[src/rtl/mux2_rr_arbiter_if.sv]
//------------------------------------------------------------------------------
// Module   : mux2_rr_arbiter_if
// Brief    : Two requester streams, one shared output stream and the grant vector.
// Revision : 1.0
//------------------------------------------------------------------------------
`default_nettype none

interface mux2_rr_arbiter_if #(
   parameter int DATA_W = 8
);
   logic              in0_valid;
   logic [DATA_W-1:0] in0_data;
   logic              in0_ready;
   logic              in1_valid;
   logic [DATA_W-1:0] in1_data;
   logic              in1_ready;
   logic              out_valid;
   logic [DATA_W-1:0] out_data;
   logic              out_src;
   logic              out_ready;
   logic [1:0]        grant;

   // Arbiter side
   modport slave (
      input  in0_valid, in0_data, in1_valid, in1_data, out_ready,
      output in0_ready, in1_ready, out_valid, out_data, out_src, grant
   );

   // Producer/consumer side
   modport master (
      output in0_valid, in0_data, in1_valid, in1_data, out_ready,
      input  in0_ready, in1_ready, out_valid, out_data, out_src, grant
   );
endinterface

`default_nettype wire

[src/rtl/mux2_rr_arbiter.sv]
//------------------------------------------------------------------------------
// Module   : mux2_rr_arbiter
// Brief    : Round-robin arbiter with burst limit feeding a registered 2:1 mux.
// Revision : 1.0
//------------------------------------------------------------------------------
`default_nettype none

module mux2_rr_arbiter #(
   parameter int DATA_W    = 8,
   parameter int MAX_BURST = 4
) (
   input  logic                clk,
   input  logic                rst_n,
   mux2_rr_arbiter_if.slave    arb_io
);

   localparam logic [1:0] c_IDLE      = 2'd0;
   localparam logic [1:0] c_GNT0      = 2'd1;
   localparam logic [1:0] c_GNT1      = 2'd2;
   localparam logic [7:0] c_MAX_BURST = 8'(MAX_BURST);

   logic [1:0]        state_q,     state_d;
   logic              last_q,      last_d;
   logic [7:0]        beat_cnt_q,  beat_cnt_d;
   logic              out_valid_q, out_valid_d;
   logic [DATA_W-1:0] out_data_q,  out_data_d;
   logic              out_src_q,   out_src_d;

   logic              space;
   logic              rdy0;
   logic              rdy1;
   logic              acc0;
   logic              acc1;
   logic              burst_done;
   logic [7:0]        beat_cnt_inc;

   // Output register can take a beat if empty or draining this cycle
   assign space        = !out_valid_q || arb_io.out_ready;
   assign rdy0         = (state_q == c_GNT0) && space;
   assign rdy1         = (state_q == c_GNT1) && space;
   assign acc0         = arb_io.in0_valid && rdy0;
   assign acc1         = arb_io.in1_valid && rdy1;
   assign beat_cnt_inc = beat_cnt_q + 8'd1;
   assign burst_done   = (beat_cnt_inc == c_MAX_BURST);

   always_comb begin
      state_d = state_q;
      last_d  = last_q;
      case (state_q)
         c_IDLE: begin
            if (arb_io.in0_valid && arb_io.in1_valid) begin
               state_d = last_q ? c_GNT0 : c_GNT1;
            end else if (arb_io.in0_valid) begin
               state_d = c_GNT0;
            end else if (arb_io.in1_valid) begin
               state_d = c_GNT1;
            end
         end
         c_GNT0: begin
            if (!arb_io.in0_valid) begin
               state_d = arb_io.in1_valid ? c_GNT1 : c_IDLE;
               last_d  = 1'b0;
            end else if (acc0 && burst_done && arb_io.in1_valid) begin
               state_d = c_GNT1;
               last_d  = 1'b0;
            end
         end
         c_GNT1: begin
            if (!arb_io.in1_valid) begin
               state_d = arb_io.in0_valid ? c_GNT0 : c_IDLE;
               last_d  = 1'b1;
            end else if (acc1 && burst_done && arb_io.in0_valid) begin
               state_d = c_GNT0;
               last_d  = 1'b1;
            end
         end
         default: begin
            state_d = c_IDLE;
         end
      endcase
   end

   // Burst counter restarts on any ownership change or when the limit is reached
   always_comb begin
      beat_cnt_d = beat_cnt_q;
      if (state_d != state_q) begin
         beat_cnt_d = 8'd0;
      end else if (acc0 || acc1) begin
         beat_cnt_d = burst_done ? 8'd0 : beat_cnt_inc;
      end
   end

   always_comb begin
      out_valid_d = out_valid_q;
      out_data_d  = out_data_q;
      out_src_d   = out_src_q;
      if (acc0 || acc1) begin
         out_valid_d = 1'b1;
         out_data_d  = acc1 ? arb_io.in1_data : arb_io.in0_data;
         out_src_d   = acc1;
      end else if (arb_io.out_ready) begin
         out_valid_d = 1'b0;
      end
   end

   always_ff @(posedge clk or negedge rst_n) begin
      if (!rst_n) begin
         state_q     <= c_IDLE;
         last_q      <= 1'b1;
         beat_cnt_q  <= 8'd0;
         out_valid_q <= 1'b0;
         out_data_q  <= '0;
         out_src_q   <= 1'b0;
      end else begin
         state_q     <= state_d;
         last_q      <= last_d;
         beat_cnt_q  <= beat_cnt_d;
         out_valid_q <= out_valid_d;
         out_data_q  <= out_data_d;
         out_src_q   <= out_src_d;
      end
   end

   assign arb_io.in0_ready = rdy0;
   assign arb_io.in1_ready = rdy1;
   assign arb_io.out_valid = out_valid_q;
   assign arb_io.out_data  = out_data_q;
   assign arb_io.out_src   = out_src_q;
   assign arb_io.grant     = {state_q == c_GNT1, state_q == c_GNT0};

endmodule

`default_nettype wire

[src/flat_wrapper.sv]
// flat-port wrapper written by rule: the top's interface ports become plain ports
module mux2_rr_arbiter_flat 
#(
   parameter int DATA_W    = 8,
   parameter int MAX_BURST = 4
)
  (clk, rst_n, arb_io_in0_valid, arb_io_in0_data, arb_io_in1_valid, arb_io_in1_data, arb_io_out_ready, arb_io_in0_ready, arb_io_in1_ready, arb_io_out_valid, arb_io_out_data, arb_io_out_src, arb_io_grant);
  mux2_rr_arbiter_if #(.DATA_W(DATA_W)) arb_io_i ();
  input  logic clk;
  input  logic rst_n;
  input wire logic [$bits(arb_io_i.in0_valid)-1:0] arb_io_in0_valid;
  input wire logic [$bits(arb_io_i.in0_data)-1:0] arb_io_in0_data;
  input wire logic [$bits(arb_io_i.in1_valid)-1:0] arb_io_in1_valid;
  input wire logic [$bits(arb_io_i.in1_data)-1:0] arb_io_in1_data;
  input wire logic [$bits(arb_io_i.out_ready)-1:0] arb_io_out_ready;
  output wire logic [$bits(arb_io_i.in0_ready)-1:0] arb_io_in0_ready;
  output wire logic [$bits(arb_io_i.in1_ready)-1:0] arb_io_in1_ready;
  output wire logic [$bits(arb_io_i.out_valid)-1:0] arb_io_out_valid;
  output wire logic [$bits(arb_io_i.out_data)-1:0] arb_io_out_data;
  output wire logic [$bits(arb_io_i.out_src)-1:0] arb_io_out_src;
  output wire logic [$bits(arb_io_i.grant)-1:0] arb_io_grant;
  assign arb_io_i.in0_valid = arb_io_in0_valid;
  assign arb_io_i.in0_data = arb_io_in0_data;
  assign arb_io_i.in1_valid = arb_io_in1_valid;
  assign arb_io_i.in1_data = arb_io_in1_data;
  assign arb_io_i.out_ready = arb_io_out_ready;
  assign arb_io_in0_ready = arb_io_i.in0_ready;
  assign arb_io_in1_ready = arb_io_i.in1_ready;
  assign arb_io_out_valid = arb_io_i.out_valid;
  assign arb_io_out_data = arb_io_i.out_data;
  assign arb_io_out_src = arb_io_i.out_src;
  assign arb_io_grant = arb_io_i.grant;
  mux2_rr_arbiter #(.DATA_W(DATA_W), .MAX_BURST(MAX_BURST)) u_core (.clk(clk), .rst_n(rst_n), .arb_io(arb_io_i));
endmodule
[config.mk]
export PLATFORM = sky130hd
export DESIGN_NAME = mux2_rr_arbiter_flat
export DESIGN_NICKNAME = d
export VERILOG_FILES = /design/src/rtl/mux2_rr_arbiter_if.sv /design/src/rtl/mux2_rr_arbiter.sv /design/src/flat_wrapper.sv
export SDC_FILE = /design/constraint.sdc
export NUM_CORES = 1
export LEC_CHECK = 0
export BUFFER_PORTS_ARGS = -buffer_cell sky130_fd_sc_hd__buf_2
export CORE_UTILIZATION = 52
export DETAILED_ROUTE_END_ITERATION = 8
export GPL_ROUTABILITY_DRIVEN = 0
export PLACE_DENSITY = 0.79
export SYNTH_ARGS = -nofsm -noshare
export SYNTH_HDL_FRONTEND = slang
export SYNTH_SLANG_ARGS = --single-unit
[constraint.sdc]
create_clock -name clk -period 2.21 [get_ports clk]
set_clock_uncertainty 0.05 [all_clocks]
set_input_delay 0.3315 -clock clk [delete_from_list [all_inputs] [get_ports clk]]
set_output_delay 0.3315 -clock clk [all_outputs]
set_load 0.05 [all_outputs]
==> key figures <==
GRT
  • GRT overflow: 0
  • Antenna violations before repair: 0
  • Vias in the first global route: approximately 1100
  • Tot GR Track Use: between 20% and 30%
  • Largest net degree at the start of global routing: 22
  • First-pass GRT wire length: 5009 um

Floorplanning
  • Die H: 52.46 um
  • # IOs: 35
  • DIE WIDTH: about 52 um
  • FP Rows: 17
  • Die Footprint: roughly 0.0028 mm^2
  • Core box area: 0.002297 mm^2
  • Starting density of the core: between 50% and 60%

Drt
  • Per-cell routed wire length: about 15 um
  • First-pass detailed-route iteration total: 4
  • Via count: 1271
  • Via density: ~5.9
  • DR iter-0 viols: a little over 50
  • Antenna-violating nets left: 0
  • Total wire length: roughly 3200 um
  • Drt drc: 0

STA
  • Hold slack: roughly 170 ps
  • Fin. Hold Viols: 0
  • Setup Viol. Count Final: 0
  • Final period util: between 90% and 100%
  • Setup_tns: 0 ps
  • Pins Over Slew Limit: 0
  • RSZ-0062 raised after global routing: false
  • Final min period: 2083 ps
  • Fmax: between 400 and 500 MHz
  • Slew HR: between 60% and 70%
  • Least-Margin Pin Slew: around 480 ps

CTS
  • CTS tree: done
  • Reg clk slew, reported paths: 120 ps
  • Max H-tree Level: 1
  • Clock sinks: 21
  • Root buf cell: clkbuf_4
  • TritonCTS Buffers: 3
  • CTS max path bufs: 2
  • Clk_lat worst skew: approximately 300 ps

Placed design
  • DP Wirelength: 2341 um
  • Number of port buffers: 34

Yosys
  • Netlist cell types: 40
  • Dominant cell type by area after synthesis: dfrtp_1
  • FFs w/ async S/R, synth: 100.0%
  • Synth area leaders: dfrtp_1 38%, mux2i_1 6.8%, nand2_1 6.8%
  • Syn_area_per_cell: between 8 and 9 um^2
  • Post-Syn Area: between 0.001 and 0.0015 mm^2
  • Main flop type after synthesis: dfrtp_1
  • Yosys top cell area share: around 38%
  • Net Count, Synth: roughly 180
  • Register area share after synthesis: between 30% and 40%
  • Flops & latches, synth: 21
  • Ys Warns: 0
  • Mapped Cells: ~150
  • Post-synth EDFFs: 0

Worst hold path
  • HP Class: in2reg

Critical path
  • Setup crit start kind: register
  • Worst Path Arrival: 2220 ps
  • CP Class: reg2reg
  • Req. time, crit path: 2350 ps
  • CP max FO: 8
  • Endpoint class of the critical path: register

Power
  • Pleak: about 0.74 nW
  • Worst IR drop on VDD: approximately 840 uV
  • Power Dens Cells: 1298 mW/mm^2

Finish
  • Diode count: 0
  • Final Util: a little over two thirds
  • Final net count: 216
  • Layout cell share with drive strength beyond 1: 27.51%
  • Layout area overhead: 21.46%

Run status
  • Status: completed

Flow run
  • Max_cap viols: 0
cell usage after synthesis, types with 2 or more instances:
cell type	instances
nand2_1	24
dfrtp_1	20
o21ai_0	15
nor2_1	10
mux2i_1	9
a21oi_1	6
nor3b_1	6
ha_1	5
nand3_1	5
inv_1	4
nand4_1	4
and2_1	3
clkbuf_1	3
nor3_1	3
xnor2_1	3
a31oi_1	2
nor2b_1	2
nor4b_1	2
xor2_1	2
flip-flops by register name, summed over array words and instances (netlist names):
signal and flops:
u_core.arb_io.out_src 1, u_core.last_q 1, u_core.arb_io.out_data 8, u_core.arb_io.out_valid 1, u_core.state_q 2, u_core.beat_cnt_q 8
critical path: stages (launching register included):
cell and delay, ps:
dfrtp_1 400, ha_1 210, or4b_1 480, and4b_2 380, o2111ai_1 130, o211ai_2 200, nor3b_1 100
worst paths after layout:
path,from,end,slack (ps),cells after the start
max,u_core.beat_cnt_q[0],u_core.beat_cnt_q[7],130,6
min,arb_io_in1_data[0],u_core.arb_io.out_data[0],170,3
max reg2reg,u_core.beat_cnt_q[0],u_core.beat_cnt_q[7],130,6
min reg2reg,u_core.last_q,u_core.last_q,450,2
max in group asynchronous,rst_n,u_core.last_q,1310,2
min in group asynchronous,rst_n,u_core.arb_io.out_src,450,2
stage by stage:
stage / setup WS [ps] / total power (W) / cells / cell area (um^2)
after floorplan: 43.23 / 0.001553 / 149 / 1324
after global placement: 217.1 / 0.001832 / 211 / 1543
after detailed placement: 139.3 / 0.001860 / 211 / 1543
after CTS: 108.9 / 0.002056 / 216 / 1580
after global routing: 0.2340 / 0.002238 / 217 / 1608
final: 127.1 / 0.002088 / 217 / 1608
what timing repair did:
action	in CTS	in global routing
setup endpoints to repair	0	4
buffers inserted	0	1
hold endpoints to repair	20	0
hold buffers	1	0
resized for setup	0	3
where the power goes:
| part | internal [W] | switching [W] |
|---|---|---|
| Combinational | 0.000398 | 0.000900 |
| Sequential | 0.000516 | 0.0000871 |
| Clock | 0.0000676 | 0.000119 |
| Total | 0.000981 | 0.00111 |
cell type report:
| class | count | area [um^2] |
|---|---|---|
| timing repair buffer | 41 | 225.2 |
| multi-input combinational | 119 | 778.2 |
| inverter | 4 | 15.01 |
| fill | 184 | 689.4 |
| tap | 28 | 35.03 |
| clock inverter | 1 | 5.005 |
| sequential | 21 | 526.8 |
| clock buffer | 3 | 22.52 |
cells by family after synthesis:
logic type               after synthesis  synth area share, %
AND/OR/NAND/NOR                       68                27.13
multiplexers                          10                7.656
XOR/XNOR                               5                3.309
buffers and inverters                  9                2.930
flip-flops                            21                39.79
adder cells (fa/ha/maj)                5                4.726
AO/OA/AOI/OAI                         31                14.46
routing by layer:
metal / wire length, um / global-route usage [%]
met1: 1283 / 32.36
met2: 1611 / 40.30
met4: 53 / 13.60
met5: 0 / 0
met3: 300 / 4.348
placed cells by master (no fill, tap or decap), drive strengths merged, types with 3 or more instances in the layout:
master / count
nor3: 3
nand4: 4
ha: 5
mux2i: 9
clkbuf: 3
xnor2: 3
o21ai: 15
nand2: 24
nand3: 5
a21oi: 6
and2: 3
nor2: 11
nor3b: 6
dfrtp: 20
inv: 4
buf: 40
No activity file was read; power rests on OpenSTA's default activity.
